--- src/rtl/dm_arbiter_if.sv ---
// Request/response and data-memory signals of the two-port data-memory arbiter.
// slave = arbiter side, master = requesters plus the dataMemory model.
interface dm_arbiter_if;
   logic        req0;
   logic        req1;
   logic        we0;
   logic        we1;
   logic [63:0] addr0;
   logic [63:0] addr1;
   logic [63:0] wdata0;
   logic [63:0] wdata1;
   logic        ack0;
   logic        ack1;
   logic        err0;
   logic        err1;
   logic [63:0] rdata0;
   logic [63:0] rdata1;
   logic [63:0] mem_address;
   logic [63:0] mem_writeData;
   logic        mem_memRead;
   logic        mem_memWrite;
   logic [63:0] mem_readData;

   modport slave (
      input  req0, req1, we0, we1, addr0, addr1, wdata0, wdata1, mem_readData,
      output ack0, ack1, err0, err1, rdata0, rdata1,
             mem_address, mem_writeData, mem_memRead, mem_memWrite
   );

   modport master (
      output req0, req1, we0, we1, addr0, addr1, wdata0, wdata1, mem_readData,
      input  ack0, ack1, err0, err1, rdata0, rdata1,
             mem_address, mem_writeData, mem_memRead, mem_memWrite
   );
endinterface

--- src/rtl/dm_arbiter.sv ---
// Two-port arbiter/sequencer in front of the single-port 64-bit dataMemory.
// Optional macro DM_ARB_FIXED_PRIO_EN: port 0 always wins, no round-robin pointer.
//
// state | meaning
// IDLE  | wait for a request, grant a port, latch it, check the address
// ISSUE | drive strobe and address/data to memory
// WAIT  | hold memRead until READ_LATENCY has elapsed
// ERR   | bad address, no memory access, respond with err
// RESP  | one-cycle ack (and err) to the granted port
module dm_arbiter #(
   parameter int MEM_BYTES    = 8192,
   parameter int READ_LATENCY = 0
) (
   input  logic         clock,
   input  logic         reset,
   dm_arbiter_if.slave  bus
);
   typedef enum logic [2:0] {IDLE, ISSUE, WAIT, ERR, RESP} state_t;

   localparam logic [63:0] LAST_ADDR = 64'(MEM_BYTES) - 64'd8;
   localparam logic [1:0]  LAT_LOAD  = 2'(READ_LATENCY);

   state_t      stateQ, stateD;
   logic        grantQ, grantD;
   logic        weQ, weD;
   logic [1:0]  cntQ, cntD;
   logic [63:0] addrQ, addrD;
   logic [63:0] wdataQ, wdataD;
   logic        memReadQ, memReadD;
   logic        memWriteQ, memWriteD;
   logic        ack0Q, ack0D, ack1Q, ack1D;
   logic        err0Q, err0D, err1Q, err1D;
   logic [63:0] rdata0Q, rdata0D, rdata1Q, rdata1D;
   logic        captureRd;

   logic        grantSel;
   logic        anyReq;
   logic        selWe;
   logic [63:0] selAddr;
   logic [63:0] selWdata;
   logic        addrErr;

   assign anyReq = bus.req0 || bus.req1;

`ifdef DM_ARB_FIXED_PRIO_EN
   assign grantSel = !bus.req0;
`else
   logic rrQ;

   // rrQ = port favoured on a tie; flips to the other port after every grant
   assign grantSel = (bus.req0 && bus.req1) ? rrQ : !bus.req0;

   always_ff @(posedge clock) begin
      if (reset) begin
         rrQ <= 1'b0;
      end else if (stateQ == IDLE && anyReq) begin
         rrQ <= !grantSel;
      end
   end
`endif

   assign selWe    = grantSel ? bus.we1    : bus.we0;
   assign selAddr  = grantSel ? bus.addr1  : bus.addr0;
   assign selWdata = grantSel ? bus.wdata1 : bus.wdata0;

   // full 64-bit unsigned compare so huge addresses cannot wrap into range
   assign addrErr = (selAddr[2:0] != 3'b000) || (selAddr > LAST_ADDR);

   always_comb begin
      stateD    = stateQ;
      grantD    = grantQ;
      weD       = weQ;
      cntD      = cntQ;
      addrD     = addrQ;
      wdataD    = wdataQ;
      memReadD  = 1'b0;
      memWriteD = 1'b0;
      captureRd = 1'b0;

      case (stateQ)
         IDLE: begin
            if (anyReq) begin
               grantD = grantSel;
               weD    = selWe;
               if (addrErr) begin
                  stateD = ERR;
               end else begin
                  stateD    = ISSUE;
                  addrD     = selAddr;
                  wdataD    = selWdata;
                  memReadD  = !selWe;
                  memWriteD = selWe;
               end
            end
         end
         ISSUE: begin
            if (weQ || READ_LATENCY == 0) begin
               stateD    = RESP;
               captureRd = !weQ;
            end else begin
               stateD   = WAIT;
               cntD     = LAT_LOAD;
               memReadD = 1'b1;
            end
         end
         WAIT: begin
            if (cntQ == 2'd1) begin
               stateD    = RESP;
               captureRd = 1'b1;
            end else begin
               cntD     = cntQ - 2'd1;
               memReadD = 1'b1;
            end
         end
         ERR: begin
            stateD = RESP;
         end
         RESP: begin
            stateD = IDLE;
         end
         default: begin
            stateD = IDLE;
         end
      endcase
   end

   // outputs are registered so they line up with the state they belong to
   always_comb begin
      ack0D   = (stateD == RESP) && !grantQ;
      ack1D   = (stateD == RESP) &&  grantQ;
      err0D   = (stateQ == ERR)  && !grantQ;
      err1D   = (stateQ == ERR)  &&  grantQ;
      rdata0D = (captureRd && !grantQ) ? bus.mem_readData : rdata0Q;
      rdata1D = (captureRd &&  grantQ) ? bus.mem_readData : rdata1Q;
   end

   always_ff @(posedge clock) begin
      if (reset) begin
         stateQ    <= IDLE;
         grantQ    <= 1'b0;
         weQ       <= 1'b0;
         cntQ      <= 2'd0;
         addrQ     <= 64'd0;
         wdataQ    <= 64'd0;
         memReadQ  <= 1'b0;
         memWriteQ <= 1'b0;
         ack0Q     <= 1'b0;
         ack1Q     <= 1'b0;
         err0Q     <= 1'b0;
         err1Q     <= 1'b0;
         rdata0Q   <= 64'd0;
         rdata1Q   <= 64'd0;
      end else begin
         stateQ    <= stateD;
         grantQ    <= grantD;
         weQ       <= weD;
         cntQ      <= cntD;
         addrQ     <= addrD;
         wdataQ    <= wdataD;
         memReadQ  <= memReadD;
         memWriteQ <= memWriteD;
         ack0Q     <= ack0D;
         ack1Q     <= ack1D;
         err0Q     <= err0D;
         err1Q     <= err1D;
         rdata0Q   <= rdata0D;
         rdata1Q   <= rdata1D;
      end
   end

   assign bus.ack0          = ack0Q;
   assign bus.ack1          = ack1Q;
   assign bus.err0          = err0Q;
   assign bus.err1          = err1Q;
   assign bus.rdata0        = rdata0Q;
   assign bus.rdata1        = rdata1Q;
   assign bus.mem_address   = addrQ;
   assign bus.mem_writeData = wdataQ;
   assign bus.mem_memRead   = memReadQ;
   assign bus.mem_memWrite  = memWriteQ;
endmodule
--- src/flat_wrapper.sv ---
// flat-port wrapper written by rule: the top's interface ports become plain ports
module dm_arbiter_flat 
#(
   parameter int MEM_BYTES    = 8192,
   parameter int READ_LATENCY = 0
)
  (clock, reset, bus_req0, bus_req1, bus_we0, bus_we1, bus_addr0, bus_addr1, bus_wdata0, bus_wdata1, bus_mem_readData, bus_ack0, bus_ack1, bus_err0, bus_err1, bus_rdata0, bus_rdata1, bus_mem_address, bus_mem_writeData, bus_mem_memRead, bus_mem_memWrite);
  dm_arbiter_if bus_i ();
  input  logic clock;
  input  logic reset;
  input wire logic [$bits(bus_i.req0)-1:0] bus_req0;
  input wire logic [$bits(bus_i.req1)-1:0] bus_req1;
  input wire logic [$bits(bus_i.we0)-1:0] bus_we0;
  input wire logic [$bits(bus_i.we1)-1:0] bus_we1;
  input wire logic [$bits(bus_i.addr0)-1:0] bus_addr0;
  input wire logic [$bits(bus_i.addr1)-1:0] bus_addr1;
  input wire logic [$bits(bus_i.wdata0)-1:0] bus_wdata0;
  input wire logic [$bits(bus_i.wdata1)-1:0] bus_wdata1;
  input wire logic [$bits(bus_i.mem_readData)-1:0] bus_mem_readData;
  output wire logic [$bits(bus_i.ack0)-1:0] bus_ack0;
  output wire logic [$bits(bus_i.ack1)-1:0] bus_ack1;
  output wire logic [$bits(bus_i.err0)-1:0] bus_err0;
  output wire logic [$bits(bus_i.err1)-1:0] bus_err1;
  output wire logic [$bits(bus_i.rdata0)-1:0] bus_rdata0;
  output wire logic [$bits(bus_i.rdata1)-1:0] bus_rdata1;
  output wire logic [$bits(bus_i.mem_address)-1:0] bus_mem_address;
  output wire logic [$bits(bus_i.mem_writeData)-1:0] bus_mem_writeData;
  output wire logic [$bits(bus_i.mem_memRead)-1:0] bus_mem_memRead;
  output wire logic [$bits(bus_i.mem_memWrite)-1:0] bus_mem_memWrite;
  assign bus_i.req0 = bus_req0;
  assign bus_i.req1 = bus_req1;
  assign bus_i.we0 = bus_we0;
  assign bus_i.we1 = bus_we1;
  assign bus_i.addr0 = bus_addr0;
  assign bus_i.addr1 = bus_addr1;
  assign bus_i.wdata0 = bus_wdata0;
  assign bus_i.wdata1 = bus_wdata1;
  assign bus_i.mem_readData = bus_mem_readData;
  assign bus_ack0 = bus_i.ack0;
  assign bus_ack1 = bus_i.ack1;
  assign bus_err0 = bus_i.err0;
  assign bus_err1 = bus_i.err1;
  assign bus_rdata0 = bus_i.rdata0;
  assign bus_rdata1 = bus_i.rdata1;
  assign bus_mem_address = bus_i.mem_address;
  assign bus_mem_writeData = bus_i.mem_writeData;
  assign bus_mem_memRead = bus_i.mem_memRead;
  assign bus_mem_memWrite = bus_i.mem_memWrite;
  dm_arbiter #(.MEM_BYTES(MEM_BYTES), .READ_LATENCY(READ_LATENCY)) u_core (.clock(clock), .reset(reset), .bus(bus_i));
endmodule
--- config.mk ---
export PLATFORM = sky130hd
export DESIGN_NAME = dm_arbiter_flat
export DESIGN_NICKNAME = d
export VERILOG_FILES = /design/src/rtl/dm_arbiter_if.sv /design/src/rtl/dm_arbiter.sv /design/src/flat_wrapper.sv
export SDC_FILE = /design/constraint.sdc
export NUM_CORES = 1
export LEC_CHECK = 0
export CORE_AREA = 2 2 229 231
export CTS_BUF_LIST = sky130_fd_sc_hd__clkbuf_8
export DETAILED_ROUTE_END_ITERATION = 7
export DIE_AREA = 0 0 231 233
export MAX_ROUTING_LAYER = met4
export PLACE_DENSITY_LB_ADDON = 0.08
export SLEW_MARGIN = 20
export SYNTH_ARGS = -nofsm -noshare
export SYNTH_HDL_FRONTEND = slang
export SYNTH_SLANG_ARGS = --single-unit
--- constraint.sdc ---
create_clock -name clock -period 3.1 [get_ports clock]
set_clock_uncertainty 0.2 [all_clocks]
set_input_delay 0.93 -clock clock [delete_from_list [all_inputs] [get_ports clock]]
set_output_delay 0.93 -clock clock [all_outputs]
set_load 0.005 [all_outputs]
==> Yosys cells after proc, flatten, opt, wreduce, memory -nomap -nowiden <==
Cells that the tools add are included.
{ "totals": {"rom_bits": 0, "latchBits": 0, "word_cells": 62, "ram_bits": 0, "out_inout_bits": 262, "regBits": 270, "n_memories": 0} }
{ "classes": {"magnitude_cmp": 1, "div": 0, "mux": 14, "addsub": 1, "n_bitwise": 4, "eq_ne": 5, "multipliers": 0, "reduce_logical": 22, "shifts": 0} }
{ "ops": {"columns": ["op", "n"], "rows": [
  ["$mux 64", 2],
  ["$gt 64x13->1 const B", 1],
  ["$pmux 3 s3", 1],
  ["$logic_and 1x1->1", 8],
  ["$eq 3x2->1 const B", 2],
  ["$mux 1", 6],
  ["$mux 3", 2],
  ["$logic_not 1->1", 5],
  ["$not 1->1", 4],
  ["$pmux 1 s2", 2],
  ["$reduce_and 2->1", 2],
  ["$reduce_or 4->1", 1],
  ["$eq 3x1->1 const B", 1],
  ["$eq 3x3->1 const B", 1],
  ["$logic_not 3->1", 1],
  ["$reduce_and 3->1", 1],
  ["$reduce_bool 3->1", 1],
  ["$eq 2x1->1 const B", 1],
  ["$logic_or 1x1->1", 2],
  ["$mux 2", 1],
  ["$reduce_or 2->1", 1],
  ["$sub 2x1->2 const B", 1]
]} }

==> Logic depth before layout (Yosys ltp) <==
Gate-level depths: netlist of run 1.
{ "logic_depth": {"depth_word": 10, "mapped_depth": 9, "depth_no_buf": 7} }

==> Least setup slack after synthesis of run 1 <==
No wires, ideal clock.
{ "synth_timing": {"kind": "input-to-reg", "from": "input bus_addr1[14]", "to": "register u_core.wdataQ[54] (netlist: u_core.bus.mem_writeData[54])", "cell_stages": 7, "path_slack_ns": 0.551, "arrival_time_ns": 2.203, "n_path_buf": 2, "setup_time_ns": 0.146, "cell_sequence": "nor4_1 nand4_1 o22ai_2 and4_1 buf_4 buf_4 a211oi_1"} }
{ "synth_between": {"elab_chain_cells": 5} }
{ "synth_rtl": {"columns": ["item", "line", "rtl"], "rows": [
  ["start, declared", "flat_wrapper.sv:16", "input wire logic [$bits(bus_i.addr1)-1:0] bus_addr1;"],
  ["$mux 64", "dm_arbiter.sv:63", "assign selAddr = grantSel ? bus.addr1 : bus.addr0;"],
  ["$gt 64x13->1", "dm_arbiter.sv:67", "assign addrErr = (selAddr[2:0] != 3'b000) || (selAddr > LAST_ADDR);"],
  ["$logic_or 1x1->1", "dm_arbiter.sv:67", null],
  ["$not 1->1 (no source line)", null, null],
  ["$reduce_and 3->1 (no source line)", null, null],
  ["end signal, assigned", "dm_arbiter.sv:159", "wdataQ <= wdataD;"],
  ["end, declared", "dm_arbiter.sv:28", "logic [63:0] wdataQ, wdataD;"]
]} }
No other way between the ends.
A chain may end at the register's enable or synchronous reset.

==> Final worst setup path of run 1 <==
{ "layout_timing": {"from": "input bus_req0", "to": "register u_core.wdataQ[63] (netlist: u_core.bus.mem_writeData[63])"} }
{ "layout_between": {"elab_chain_cells": 7, "word_cells_on_any_way": 11, "cone_classes": "order compare: 1; mux: 3; bitwise: 1; reduce/logical: 6"} }
{ "layout_rtl": {"columns": ["item", "line", "rtl"], "rows": [
  ["start, declared", "flat_wrapper.sv:11", "input wire logic [$bits(bus_i.req0)-1:0] bus_req0;"],
  ["$logic_not 1->1 or $logic_and 1x1->1 (tied branches)", "dm_arbiter.sv:51", "assign grantSel = (bus.req0 && bus.req1) ? rrQ : !bus.req0;"],
  ["$mux 1", "dm_arbiter.sv:51", null],
  ["$mux 64", "dm_arbiter.sv:63", null],
  ["$gt 64x13->1 or $reduce_bool 3->1 (tied branches)", "dm_arbiter.sv:67", null],
  ["$logic_or 1x1->1", "dm_arbiter.sv:67", null],
  ["$not 1->1 (no source line)", null, null],
  ["$reduce_and 3->1 (no source line)", null, null]
]} }
Parallel ways exist; a longest one is shown, timed or not.

==> flow_metrics.py, run 1 <==
metrics = {
    "timing": {
        "setup_viol": 0,
        "fin_crit_sh_pct": 92.9,
        "slew_violations": 0,
        "rsz0062_at_grt": "false",
        "maxSlewHeadroom_pct": 41.7,
        "period_needed_ns": 2.88,
        "tns_ns": 0,
        "finalHoldViolations": 0,
        "worst_pin_slew_ns": 0.862,
        "timing.fmax_mhz": 347,
    },
    "flow_run": {
        "max_cap_violations": 0,
    },
    "grt": {
        "grt_pass1_vias": 11300,
        "grt_pass1_wl_um": 73200,
        "grt_max_degree": 65,
        "antenna_found_initial": 16,
        "grtUsageTotal_pct": 18.9,
        "grt_overflow": 0,
    },
    "clock_network": {
        "post_cts_resized": 0,
        "cts.clk_slew.worst_paths_ns": 0.06,
        "post_cts_buffers": 0,
        "h-tree-depth": 2,
        "cts_made_buffers": 51,
        "cts_root_buffer": "clkbuf_8",
        "cts_hold_buffers": 0,
        "cts_buffer_depth": 3,
        "clock_latency_ns": 0.60,
        "cts_tree": "built",
        "cts.sinks": 270,
    },
    "worst_setup_path": {
        "startpoint_type": "input pin",
        "rr_endpoint": "u_core.bus.mem_writeData[63]",
        "r2r_start": "u_core.rrQ",
        "criticalPathCategory": "input pin to register",
        "crit_required_ns": 3.38,
        "critPathMaxFanout": 45,
        "worst-r2r-setup-slack_ns": 0.63,
        "end_kind": "register",
        "worstRegToRegCells": 6,
        "crit_arrival_ns": 3.16,
    },
    "synthesis": {
        "netlist_instances": 1131,
        "yosysSeqAreaShare_pct": 51.1,
        "synth-seq-cells": 270,
        "synth_area_leader_cell": "dfxtp_1",
        "syn_avg_cell_area_um2": 9.34,
        "synth.distinct_cells": 36,
        "yosysWarnings": 0,
        "synthTopCellsByArea": "dfxtp_1, nand2_1, mux2i_1",
        "yosysTopAreaCellShare_pct": 51.1,
        "synth_fp_nets": 1458,
        "synth_area_mm2": 0.0106,
    },
    "power": {
        "total_power_mw": 9.45,
        "p_per_area_mw_per_mm2": 505,
        "p_leak_nw": 6.49,
        "peakVddDrop_mv": 0.264,
    },
    "placed_design": {
        "placed_cells": 2367,
        "dp_hpwl_um": 38900,
        "gp_congestion": 0.842,
        "port_buffers": 587,
    },
    "hold_path": {
        "min_path_type": "register to register",
        "min_to": "u_core.bus.rdata0[22]",
        "hold_depth": 2,
        "min_from": "u_core.bus.rdata0[22]",
    },
    "die": {
        "die_height_um": 233,
        "coreArea_mm2": 0.0511,
        "ioPinCount": 588,
        "rows": 83,
        "dieArea_mm2": 0.0538,
        "start_util_pct": 20.7,
        "dieWidth_um": 231,
    },
    "route": {
        "num_vias": 10800,
        "via_per_inst": 4.38,
        "drc": 0,
        "post_drt_wl_per_cell_um": 20.7,
        "wl_um": 51200,
        "ant_nets": 0,
        "drt_pass1_iterations": 4,
        "first_iter_violations": 542,
    },
    "run_status": {
        "status": "completed",
    },
    "final_layout": {
        "final_cells": 2470,
        "multi_input_comb_area_mm2": 0.00465,
        "fill_cells": 5250,
        "final_nets": 2067,
        "drive_gt1_share_pct": 11.2,
        "regArea_mm2": 0.00541,
        "post-route-util_pct": 36.6,
        "syn2layout_area_growth_pct": 76.9,
    },
}
## area by class of cell
type / count / share of cell area (%)
Antenna cell: 16 / 0.214
Multi-Input combinational cell: 753 / 24.9
Tap cell: 680 / 4.55
Timing Repair Buffer: 662 / 35.5
Sequential cell: 270 / 28.9
Clock buffer: 68 / 5.00
Inverter: 2 / 0.0401
Clock inverter: 19 / 0.876
## placed cells by master (no fill, tap or decap), types with 4 or more instances in the layout
| master | n |
|---|---|
| clkdlybuf4s50_1 | 586 |
| dfxtp_1 | 270 |
| nand2_1 | 264 |
| a21oi_1 | 131 |
| mux2i_1 | 74 |
| a41oi_1 | 74 |
| clkbuf_8 | 69 |
| buf_4 | 59 |
| and2_1 | 54 |
| a211oi_1 | 43 |
| a211oi_2 | 31 |
| nor4_1 | 24 |
| diode_2 | 16 |
| buf_12 | 16 |
| nor2_1 | 14 |
| inv_1 | 12 |
| nand4_1 | 8 |
| nor3_1 | 8 |
| clkinv_2 | 4 |
## per-layer routing
metal  share of wire [%]  track usage, %
met5                   0               -
met1                  36            18.8
met4                 3.6            9.03
met2                  51            32.6
met3                 8.5            7.05
## synth_stat cells
cell type  count
ha_1           1
nor4b_1        1
nor3b_1        1
o21a_1         1
buf_4         24
buf_1          1
a21oi_1      131
a21oi_2        2
a31oi_1        1
or3b_1         1
nor4_2         1
o21ai_0        2
nor2_1        14
buf_6          5
and4_1         1
and2_1        56
a21boi_1       1
nand4_1        8
o22ai_2        2
nand2_1      267
inv_1          2
xnor2_1        1
nor3_1         8
a41oi_1       74
a211oi_1      43
or4_4          1
dfxtp_1      270
a31oi_2        1
nor4_1        24
a21bo_2        1
clkbuf_1      50
nand3_1        3
mux2i_1       74
buf_2         26
nand3b_1       1
a211oi_2      31
## sequential cells by signal (all words and copies together), names as in the netlist
register	flops
u_core.grantQ	1
u_core.cntQ	2
u_core.bus.rdata1	64
u_core.bus.mem_address	64
u_core.weQ	1
u_core.rrQ	1
u_core.bus.mem_memRead	1
u_core.bus.err0	1
u_core.bus.ack0	1
u_core.bus.mem_memWrite	1
u_core.bus.ack1	1
u_core.bus.mem_writeData	64
u_core.bus.rdata0	64
u_core.stateQ	3
u_core.bus.err1	1
## worst max path at each step
stage	startpoint	endpoint	slack, ns
finish	bus_req0	u_core.bus.mem_writeData[63]	0.22
global route	bus_addr1[2]	u_core.bus.mem_address[4]	0.11
floorplan	bus_addr1[14]	u_core.bus.mem_writeData[54]	0.55
detailed placement	bus_addr1[2]	u_core.bus.mem_writeData[36]	-0.44
CTS	bus_addr1[2]	u_core.bus.mem_writeData[36]	0.23
global placement	bus_addr1[2]	u_core.bus.mem_memWrite	-0.47
## metrics by stage
step / hold WS (ns) / setup WS [ns] / area, um^2
finish: 0.252 / 0.219 / 18700
global route: 0.272 / 0.113 / 18700
CTS: 0.254 / 0.230 / 18700
detailed placement: 0.244 / -0.442 / 17600
global placement: 0.242 / -0.472 / 17600
floorplan: 0.242 / 0.551 / 10600
## cells by family after synthesis
| logic type | share of synthesized area, % |
|---|---|
| AO/OA/AOI/OAI | 20.0 |
| adder cells (fa/ha/maj) | 0.118 |
| AND/OR/NAND/NOR | 16.3 |
| buffers and inverters | 5.35 |
| flip-flops | 51.1 |
| XOR/XNOR | 0.0829 |
| multiplexers | 7.01 |
## where the power goes
part           internal [mW]  total (mW)  leakage [nW]  switching [mW]
registers               3.66        3.78          2.18           0.119
logic                  0.995        1.91          3.70           0.913
clock network           2.19        3.76         0.605            1.57
## worst max-delay path: stages
cell,delay (ns)
clkdlybuf4s50_1,0.49
a21boi_4,0.38
buf_4,0.30
buf_12,0.30
mux2i_1,0.44
buf_4,0.18
a211oi_1,0.06
Power figures use the tool's default switching activity.
==> run 2: changes to the inputs <==
--- a/config.mk
+++ b/config.mk
@@ -5,6 +5,8 @@
 export SDC_FILE = /design/constraint.sdc
 export NUM_CORES = 1
 export LEC_CHECK = 0
+export CELL_PAD_IN_SITES_DETAIL_PLACEMENT = 2
+export CELL_PAD_IN_SITES_GLOBAL_PLACEMENT = 2
 export CORE_AREA = 2 2 229 231
 export CTS_BUF_LIST = sky130_fd_sc_hd__clkbuf_8
 export DETAILED_ROUTE_END_ITERATION = 7
==> flow_metrics.py, run 2 (same netlist as run 1, synthesis figures left out) <==
metrics = {
    "run_status": {
        "status": "completed",
    },
    "power": {
        "comb_power_share_pct": 20.3,
        "p_clk_share_pct": 39.4,
        "p_per_area_mw_per_mm2": 506,
        "p_int_mw": 6.73,
        "seqPwrFrac_pct": 40.3,
        "p_leak_nw": 6.46,
        "peakVddDrop_mv": 0.250,
        "power.net_switching_mw": 2.65,
        "switching_share_pct": 28.3,
    },
    "timing": {
        "timing.final.ws_setup_ns": 0.283,
        "hold_slack_ns": 0.254,
        "finalHoldViolations": 0,
        "rsz0062_at_grt": "false",
        "timing.fmax_mhz": 355,
        "maxSlewHeadroom_pct": 36.5,
        "slew_violations": 0,
        "fin_crit_sh_pct": 90.9,
        "period_needed_ns": 2.82,
        "worst_pin_slew_ns": 0.939,
        "setup_viol": 0,
    },
    "grt": {
        "grt_pass1_vias": 12600,
        "grt_max_degree": 76,
        "grtUsageTotal_pct": 20.4,
        "grt_pass1_wl_um": 79800,
        "antenna_found_initial": 8,
        "grt_overflow": 0,
    },
    "final_layout": {
        "mostFrequentLayoutCells": "clkdlybuf4s50_1, dfxtp_1, nand2_1, a21oi_1",
        "layout_commonest_cell": "clkdlybuf4s50_1",
        "fill_cells": 5650,
        "drive_gt1_share_pct": 10.7,
        "final_cells": 2461,
        "final_nets": 2064,
        "design_area_mm2": 0.0186,
        "regArea_mm2": 0.00541,
        "post-route-util_pct": 36.4,
        "multi_input_comb_area_mm2": 0.00465,
        "syn2layout_area_growth_pct": 75.7,
    },
    "worst_setup_path": {
        "criticalPathCategory": "input pin to register",
        "crit_arrival_ns": 3.14,
        "worstRegToRegCells": 6,
        "end_kind": "register",
        "startpoint_type": "input pin",
        "crit_required_ns": 3.42,
        "critPathMaxFanout": 62,
    },
    "route": {
        "via_per_inst": 4.49,
        "wl_um": 55000,
        "ant_nets": 0,
        "num_vias": 11100,
        "drc": 0,
        "first_iter_violations": 323,
        "post_drt_wl_per_cell_um": 22.4,
        "drt_pass1_iterations": 4,
    },
    "clock_network": {
        "clock_latency_ns": 0.63,
        "cts_buffer_depth": 3,
        "cts_hold_buffers": 0,
        "post_cts_buffers": 0,
        "cts_tree": "built",
        "post_cts_resized": 0,
        "cts.sinks": 270,
        "cts.clk_slew.worst_paths_ns": 0.06,
        "cts_made_buffers": 51,
        "cts_root_buffer": "clkbuf_8",
        "h-tree-depth": 2,
    },
    "placed_design": {
        "gp_congestion": 0.798,
        "preCtsSetupSlack_ns": -0.377,
        "port_buffers": 587,
        "placed_cells": 2364,
        "dp_hpwl_um": 41800,
        "place_area_mm2": 0.0175,
    },
    "die": {
        "dieWidth_um": 231,
        "start_util_pct": 20.7,
        "die_height_um": 233,
        "ioPinCount": 588,
        "dieArea_mm2": 0.0538,
        "rows": 83,
        "coreArea_mm2": 0.0511,
    },
    "hold_path": {
        "min_path_type": "register to register",
        "hold_depth": 2,
    },
    "flow_run": {
        "max_cap_violations": 0,
    },
}
-- run 2: cell types whose count changed in the layout (fill, tap and decap cells not counted) --
cell       delta
inv_1         +7
clkinv_2      +3
clkbuf_8     -11
diode_2       -7
buf_12        -3
bufinv_16     +2
-- run 2: path summary, 6_finish.rpt --
check,from,endpoint,slack (ns)
worst min register to register,u_core.bus.rdata1[28],u_core.bus.rdata1[28],0.25
worst max-delay path,bus_addr1[41],u_core.bus.mem_writeData[40],0.28
worst max register to register,u_core.stateQ[0],u_core.bus.rdata0[51],0.79
worst min-delay path,u_core.bus.rdata1[28],u_core.bus.rdata1[28],0.25
-- run 2: through the flow --
step	total power [mW]	setup TNS, ns
floorplan	4.60	0
global placement	5.77	-35.60
detailed placement	5.81	-41.30
CTS	9.60	0
global route	9.92	0
finish	9.39	0
-- run 2: routing by layer --
layer / wire length (um) / global-route usage, % / vias to the layer above
met5: 0 / - / -
met4: 2220 / 9.78 / 0
met2: 28100 / 35.4 / 384
met3: 4390 / 7.01 / 99
li1: - / - / 5240
met1: 20300 / 20.4 / 5331
-- run 2: power by group through the flow --
stage | Clock (mW) | Sequential (mW) | Combinational [mW]
final | 3.70 | 3.79 | 1.90
after global routing | 4.02 | 3.81 | 2.08
after CTS | 3.86 | 3.79 | 1.95
after detailed placement | 0 | 3.87 | 1.94
after global placement | 0 | 3.86 | 1.92
after floorplan | 0 | 3.84 | 0.763
-- run 2: cell type report --
type	instances	share of cell area, %
sequential	270	29.1
tap	680	4.58
inverter	2	0.0404
clock buffer	57	4.22
timing repair buffer	659	35.4
clock inverter	31	1.43
multi-input combinational	753	25.1
antenna	9	0.121
-- run 2: worst max-delay path: stages --
cell             delay (ns)
clkdlybuf4s50_1        0.41
nor4_1                 0.39
buf_4                  0.19
nand4_1                0.23
nand2_2                0.19
buf_12                 0.30
a41oi_1                0.22
a211oi_2               0.25
==> run 3: changes to the inputs <==
--- a/config.mk
+++ b/config.mk
@@ -11,6 +11,7 @@
 export CTS_BUF_LIST = sky130_fd_sc_hd__clkbuf_8
 export DETAILED_ROUTE_END_ITERATION = 7
 export DIE_AREA = 0 0 231 233
+export HOLD_SLACK_MARGIN = 0.15
 export MAX_ROUTING_LAYER = met4
 export PLACE_DENSITY_LB_ADDON = 0.08
 export SLEW_MARGIN = 20
==> results of run 3 <==
The final DEF is identical to that of run 2; final timing and power are the same.
